--- src/rtl/pipe_skid_reg_pkg.sv ---
// Shared types and defaults for the pipeline skid register stage.
package pipe_skid_reg_pkg;

  typedef enum logic [1:0] {
    EMPTY = 2'd0,
    ONE   = 2'd1,
    TWO   = 2'd2
  } skid_state_e;

  localparam int DATA_W_DEFAULT = 128;

endpackage

--- src/rtl/pipe_data_reg.sv ---
// Payload register with synchronous reset, clear and load enable.
module pipe_data_reg #(
  parameter int W = 8
) (
  input  logic         clk,
  input  logic         rst,
  input  logic         clear,
  input  logic         load,
  input  logic [W-1:0] d,
  output logic [W-1:0] q
);

  always_ff @(posedge clk) begin
    if (rst)        q <= '0;
    else if (clear) q <= '0;
    else if (load)  q <= d;
  end

endmodule

--- src/rtl/pipe_skid_reg.sv ---
// Valid/ready pipeline stage: a main entry plus an optional skid entry that
// lets in_ready come straight from a flop, with flush and a stall counter.
module pipe_skid_reg
  import pipe_skid_reg_pkg::*;
#(
  parameter int DATA_W = DATA_W_DEFAULT,
  parameter int SKID   = 1,
  parameter int CNT_W  = 16
) (
  input  logic              clk,
  input  logic              rst,
  input  logic              flush,
  input  logic              in_valid,
  output logic              in_ready,
  input  logic [DATA_W-1:0] in_data,
  output logic              out_valid,
  input  logic              out_ready,
  output logic [DATA_W-1:0] out_data,
  output logic [1:0]        occupancy,
  output logic [CNT_W-1:0]  stall_cnt
);

  skid_state_e       state, state_next;
  logic              skid_valid;
  logic              in_xfer, out_xfer;
  logic              main_load, main_clr, main_from_skid, skid_load, skid_clr;
  logic [DATA_W-1:0] main_d, main_q, skid_q;

  assign out_valid  = (state != EMPTY);
  assign skid_valid = (state == TWO);
  assign occupancy  = 2'(out_valid) + 2'(skid_valid);
  assign in_xfer    = in_valid && in_ready;
  assign out_xfer   = out_valid && out_ready;
  assign out_data   = main_q;
  assign main_d     = main_from_skid ? skid_q : in_data;

  // Payloads are cleared whenever their entry empties so out_data reads zero.
  always_comb begin
    state_next     = state;
    main_load      = 1'b0;
    main_clr       = 1'b0;
    main_from_skid = 1'b0;
    skid_load      = 1'b0;
    skid_clr       = 1'b0;
    if (flush) begin
      state_next = EMPTY;
      main_clr   = 1'b1;
      skid_clr   = 1'b1;
    end else begin
      unique case (state)
        EMPTY: begin
          if (in_xfer) begin
            state_next = ONE;
            main_load  = 1'b1;
          end
        end
        ONE: begin
          if (in_xfer && out_xfer) begin
            main_load = 1'b1;
          end else if (in_xfer && (SKID != 0)) begin
            state_next = TWO;
            skid_load  = 1'b1;
          end else if (out_xfer) begin
            state_next = EMPTY;
            main_clr   = 1'b1;
          end
        end
        TWO: begin
          if (out_xfer) begin
            state_next     = ONE;
            main_load      = 1'b1;
            main_from_skid = 1'b1;
            skid_clr       = 1'b1;
          end
        end
        default: state_next = EMPTY;
      endcase
    end
  end

  always_ff @(posedge clk) begin
    if (rst) state <= EMPTY;
    else     state <= state_next;
  end

  generate
    if (SKID != 0) begin : g_skid
      logic in_ready_q;
      // Registered ready: a skid slot is free unless the next state is TWO.
      always_ff @(posedge clk) begin
        if (rst) in_ready_q <= 1'b1;
        else     in_ready_q <= (state_next != TWO);
      end
      assign in_ready = in_ready_q;
    end else begin : g_noskid
      assign in_ready = !out_valid || out_ready;
    end
  endgenerate

  always_ff @(posedge clk) begin
    if (rst)
      stall_cnt <= '0;
    else if (out_valid && !out_ready && (stall_cnt != {CNT_W{1'b1}}))
      stall_cnt <= stall_cnt + 1'b1;
  end

  pipe_data_reg #(.W(DATA_W)) u_main (
    .clk   (clk),
    .rst   (rst),
    .clear (main_clr),
    .load  (main_load),
    .d     (main_d),
    .q     (main_q)
  );

  pipe_data_reg #(.W(DATA_W)) u_skid (
    .clk   (clk),
    .rst   (rst),
    .clear (skid_clr),
    .load  (skid_load),
    .d     (in_data),
    .q     (skid_q)
  );

endmodule

--- config.mk ---
export PLATFORM = sky130hd
export DESIGN_NAME = pipe_skid_reg
export DESIGN_NICKNAME = d
export VERILOG_FILES = /design/src/rtl/pipe_skid_reg_pkg.sv /design/src/rtl/pipe_data_reg.sv /design/src/rtl/pipe_skid_reg.sv
export SDC_FILE = /design/constraint.sdc
export NUM_CORES = 1
export LEC_CHECK = 0
export BUFFER_PORTS_ARGS = -buffer_cell sky130_fd_sc_hd__clkbuf_2
export CAP_MARGIN = 20
export CORE_ASPECT_RATIO = 1.1
export CORE_MARGIN = 5
export CORE_UTILIZATION = 40
export DETAILED_ROUTE_END_ITERATION = 6
export GPL_TIMING_DRIVEN = 0
export HOLD_SLACK_MARGIN = 0.05
export MAX_ROUTING_LAYER = met4
export PLACE_DENSITY = 0.72
export SYNTH_ARGS = -nofsm -noshare
export SYNTH_HDL_FRONTEND = slang
export SYNTH_HIERARCHICAL = 1
export SYNTH_SLANG_ARGS = --single-unit
--- constraint.sdc ---
create_clock -name clk -period 1.9 [get_ports clk]
set_input_delay 0.285 -clock clk [delete_from_list [all_inputs] [get_ports clk]]
set_output_delay 0.285 -clock clk [all_outputs]
set_load 0.02 [all_outputs]
* Word level (Yosys, flattened, before mapping)
Cells that the tools add are included.
** Word-level totals
- Flip-flop bits (word level) :: 275
- Output and inout bits :: 148
** Operators by class
- Add/sub/neg operators :: 2
- Eq/ne operators :: 4
- Muxes and demuxes :: 23
- Reductions and logical operators :: 10
** Operator list (count)
- 128-bit 2-to-1 mux :: 1
- 16-bit by 1-bit adder with 16-bit output (second input constant) :: 1
- 16-bit != test (second input constant) :: 1
- 1-bit 2-to-1 mux :: 14
- 2-bit 2-to-1 mux :: 6
- 2-bit case mux with 3 select lines :: 1
- 1-bit logical AND :: 5
- 2-bit OR reduction :: 2
- 1-bit case mux with 3 select lines :: 1
- 1-bit by 1-bit adder with 2-bit output :: 1
- 2-bit by 1-bit equality test with 1-bit output (second input constant) :: 1
- 2-bit equality test (second input constant) :: 1
- 2-bit zero test :: 1
- 2-bit != test (second input constant) :: 1
- 2-bit nonzero test :: 1
- 1-bit zero test :: 1

* Depth between registers and ports, before layout
- Depth in word-level cells :: 8
- Mapped depth :: 9

* Modules after synthesis
Netlist, hierarchy kept.
** By module, submodules not included
- pipe_data_reg :: instances 2, cells an instance 413, area each 4687.0 um2, sequential area each 2562.5 um2
- pipe_skid_reg :: instances 1, cells an instance 280, area each 2680.1 um2, sequential area each 380.4 um2

* Worst setup path after synthesis
OpenSTA, ideal clock, no wires.
- Path type :: reg2reg
- From :: register state[0]
- To :: register u_main.q[107]
- Setup time :: 0.117 ns
- Arrival :: 1.977 ns
- Slack :: -0.194 ns
- Stages on the path, launching flop included :: 10
- Buffers on the path :: 3
- Cell sequence :: dfxtp_1 > clkbuf_2 > nor2b_1 > nand2_1 > nor2_1 > buf_2 > buf_4 > mux2_2 > mux2i_1 > nor2_1
** RTL lines
- start: declaration :: RTL line pipe_skid_reg.sv:23 : skid_state_e state, state_next;
- start signal: assignment :: RTL line pipe_skid_reg.sv:83 : else state <= state_next;
- 2-bit nonzero test :: RTL line pipe_skid_reg.sv:29 : assign out_valid = (state != EMPTY);
- 1-bit logical AND :: RTL line pipe_skid_reg.sv:33 : assign out_xfer = out_valid && out_ready;
- 1-bit 2-to-1 mux :: RTL line pipe_skid_reg.sv:69 : if (out_xfer) begin
- 1-bit 2-to-1 mux * :: RTL line pipe_skid_reg.sv:50 : unique case (state)
- 1-bit 2-to-1 mux * :: RTL line pipe_skid_reg.sv:45 : if (flush) begin
- 128-bit 2-to-1 mux * :: RTL line pipe_skid_reg.sv:35 : assign main_d = main_from_skid ? skid_q : in_data;
- named net main_d[107] :: RTL line pipe_skid_reg.sv:27 : logic [DATA_W-1:0] main_d, main_q, skid_q;
- end signal: assignment :: RTL line pipe_data_reg.sv:14 : if (rst) q <= '0;
- end signal: assignment :: RTL line pipe_data_reg.sv:15 : else if (clear) q <= '0;
- end signal: assignment :: RTL line pipe_data_reg.sv:16 : else if (load) q <= d;
- end: declaration :: RTL line pipe_data_reg.sv:10 : output logic [W-1:0] q
The timed path passes the listed nets; every way through them passes the cells marked *.
A chain may end at the register's enable or synchronous reset.

* Worst setup path in the final report
- From :: register state[0]
- To :: register u_main.q[120]
** RTL lines
- 2-bit nonzero test :: RTL line pipe_skid_reg.sv:29
- 1-bit logical AND :: RTL line pipe_skid_reg.sv:33
- 1-bit logical AND :: RTL line pipe_skid_reg.sv:58 : if (in_xfer && out_xfer) begin
- 1-bit 2-to-1 mux :: RTL line pipe_skid_reg.sv:58
- 1-bit case mux with 3 select lines * :: RTL line pipe_skid_reg.sv:50
- 1-bit 2-to-1 mux * :: RTL line pipe_skid_reg.sv:45
- named net main_load :: RTL line pipe_skid_reg.sv:26 : logic main_load, main_clr, main_from_skid, skid_load, skid_clr;
Marks and branches as above.

==> flow_metrics.env <==
export IMPL_nFillCells=2431
export IMPL_timing_fmax_mhz=541
export IMPL_rows=66
export IMPL_skew_ps=18.5
export IMPL_portBuffers=280
export IMPL_cp_arrival_ps=2280
export IMPL_coreArea_sq_um=29600
export IMPL_ir_drop_mv=0.810
export IMPL_layout_drive_gt1_share_pct=37.5
export IMPL_end_kind="flop"
export IMPL_p_total_mw=13.3
export IMPL_num_io_pins=281
export IMPL_clock_latency_ps=540
export IMPL_p_leak_nw=6.75
export IMPL_routed_via_density=4.95
export IMPL_synth_area_sq_um=12100
export IMPL_n_antenna_cell=0
export IMPL_reg2reg_depth=8
export IMPL_ant_nets=0
export IMPL_cp_required_ps=2330
export IMPL_die_x_um=176
export IMPL_drv_slew=0
export IMPL_vias=9692
export IMPL_gp_congestion=0.857
export IMPL_rsz0062_at_grt="yes"
export IMPL_ys_seq_elements=275
export IMPL_synth_edf_count=0
export IMPL_worstReg2RegEnd="u_main/q[120]"
export IMPL_hp_start="flush"
export IMPL_setup_violations=0
export IMPL_dieArea_sq_um=33700
export IMPL_clk_pin_slew_ps=70
export IMPL_hold_viol_final=0
export IMPL_r2r_start="state[0]"
export IMPL_seq_area_frac_synth_pct=45.7
export IMPL_start_kind="flop"
export IMPL_antenna_found_initial=0
export IMPL_first_pass_iters=5
export IMPL_areaGrowthSynthToFinish_pct=40.5
export IMPL_syn_inst=1106
export IMPL_slew_headroom_pct=54.6
export IMPL_min_period_over_period_pct=97.3
export IMPL_grt_pass1_wl_mm=51.9
export IMPL_cts_tree="built"
export IMPL_async_flop_share_pct=0
export IMPL_drt_initial_drc_count=379
export IMPL_overflow=0
export IMPL_wire_per_inst_um=17.2
export IMPL_reg2reg_slack_ps=50
export IMPL_whs_path_depth=2
export IMPL_dpl_hpwl_mm=21.9
export IMPL_postSynthAreaPerCell_sq_um=10.9
export IMPL_worst_slew_pin_slew_ps=675
export IMPL_drt_total_wl_mm=33.6
export IMPL_cts_made_buffers=30
export IMPL_holdWs_ps=107
export IMPL_maxCapViolCount=0
export IMPL_start_util_pct=40.7
export IMPL_hold_end="state[0]"
export IMPL_nets=1694
export IMPL_ys_flop_type="dfxtp_1"
export IMPL_root_buffer="clkbuf_16"
export IMPL_cts_buffer_depth=3
export IMPL_min_path_type="in2reg"
export IMPL_crit_path_max_fanout=10
export IMPL_grt_usage_pct=19.2
export IMPL_grt_max_degree=15
export IMPL_clock_sinks=275
export IMPL_ys_types=42
export IMPL_ys_warn_count=6
export IMPL_critPathKind="reg2reg"
export IMPL_cts_max_level=1
export IMPL_drc=0
export IMPL_die_y_um=192
export IMPL_power_density_nw_per_um2=782
export IMPL_syn_num_nets=1240
export IMPL_status="finished clean"
export IMPL_grt_pass1_vias=9947
export IMPL_fin_crit_ps=1850
-- layout make-up --
class	count	area, sq um	share of cell area (%)
multi-input cells	750	5940	35.1
flip-flops and latches	275	5530	32.7
repair buffers	423	2930	17.3
plain buffers	75	1010	5.96
clock buffers	46	942	5.56
well taps	374	468	2.76
clock inverters	9	104	0.613
inverters	5	18.8	0.111
-- repair_timing --
action / in CTS / in global routing
setup endpoints to repair: 255 / 154
endpoints found under the hold margin: 128 / 0
gates resized for setup: 48 / 79
hold buffers: 128 / 0
setup buffers: 4 / 4
gates cloned: 1 / 6
pin swaps: 1 / 14
-- logic make-up (layout without fill, tap and decap cells) --
group	after synthesis	count (layout)	share of synthesized area, %
muxes	395	395	34.3
adders and majority gates	1	1	0.104
buffers and inverters	81	558	6.88
DFF	275	275	45.7
and+or+nand+nor	330	330	11.6
AOI/OAI and AO/OA	24	24	1.48
-- routing by layer --
| layer | part of all wire (%) | GRT usage (%) |
|---|---|---|
| met5 | 0 | - |
| met4 | 2.7 | 5.37 |
| met3 | 6.9 | 4.37 |
| met2 | 49 | 33.2 |
| met1 | 42 | 22.5 |
-- Yosys cell counts (2+ instances only) --
library cell	n	share of area [%]
a211oi_1	3	0.19
a21oi_1	9	0.37
a41oi_1	2	0.15
and3_1	4	0.21
buf_12	26	4.3
buf_2	36	1.5
buf_4	3	0.19
buf_6	6	0.56
clkbuf_1	4	0.12
dfxtp_1	275	46
inv_1	5	0.16
mux2_2	136	13
mux2i_1	258	21
nand2_1	8	0.25
nand2b_1	3	0.16
nand3_1	11	0.46
nor2_1	269	8.4
nor2b_1	9	0.47
nor3_1	10	0.42
nor4_1	2	0.10
o31ai_1	3	0.19
or2_4	2	0.15
or4_1	3	0.19
-- critical path, stage by stage, from the launching register on --
cell and delay [ps]:
dfxtp_4 380, o21ba_2 210, buf_4 170, nor3_4 200, buf_12 150, buf_12 150
buf_12 150, mux2i_1 250, nor2_1 60
-- placed cells by master, fill, tap and decap left out, drive strengths merged, types with 3 or more instances in the layout --
cell type / instances
clkbuf: 336
nor2b: 9
nand2b: 3
or4: 4
nand2: 8
inv: 6
mux2i: 258
a211oi: 3
mux2: 137
a21oi: 9
dfxtp: 275
nand3: 11
nor2: 269
nor4: 3
or2: 3
clkinv: 4
dlygate4sd3: 128
nor3: 10
buf: 80
and3: 4
o31ai: 3
-- metrics by stage --
step	area (sq um)	setup WS, ps	setup TNS [ps]	utilization (%)	instances
after floorplan	12100	12.5	0	-	1106
after global placement	13900	-382	-38970	47.0	1760
after detailed placement	13900	-440	-47630	47.0	1760
after CTS	16500	2.63	0	55.5	1947
after global routing	16900	-60.9	-1890	57.1	1957
final	16900	50.6	0	57.1	1957
-- how the worst max path moves through the flow --
stage	startpoint	endpoint	cells after the start
after floorplan	stall_cnt[13]	stall_cnt[2]	4
after global placement	state[1]	u_main/q[18]	8
after detailed placement	state[1]	u_main/q[28]	8
after CTS	stall_cnt[5]	stall_cnt[15]	4
after global routing	state[1]	u_main/q[55]	10
final	state[0]	u_main/q[120]	8
-- flip-flops by register name (all words and copies together), names as in the netlist --
register,cells
state,2
u_skid/q,128
in_ready,1
stall_cnt,16
u_main/q,128
-- power breakdown --
group / internal (mW) / total, mW / switching [mW] / leakage (nW)
Sequential: 5.84 / 5.88 / 0.0453 / 2.23
Combinational: 0.750 / 1.39 / 0.642 / 4.00
Clock: 3.67 / 5.98 / 2.32 / 0.515
Power figures use the tool's default switching activity.
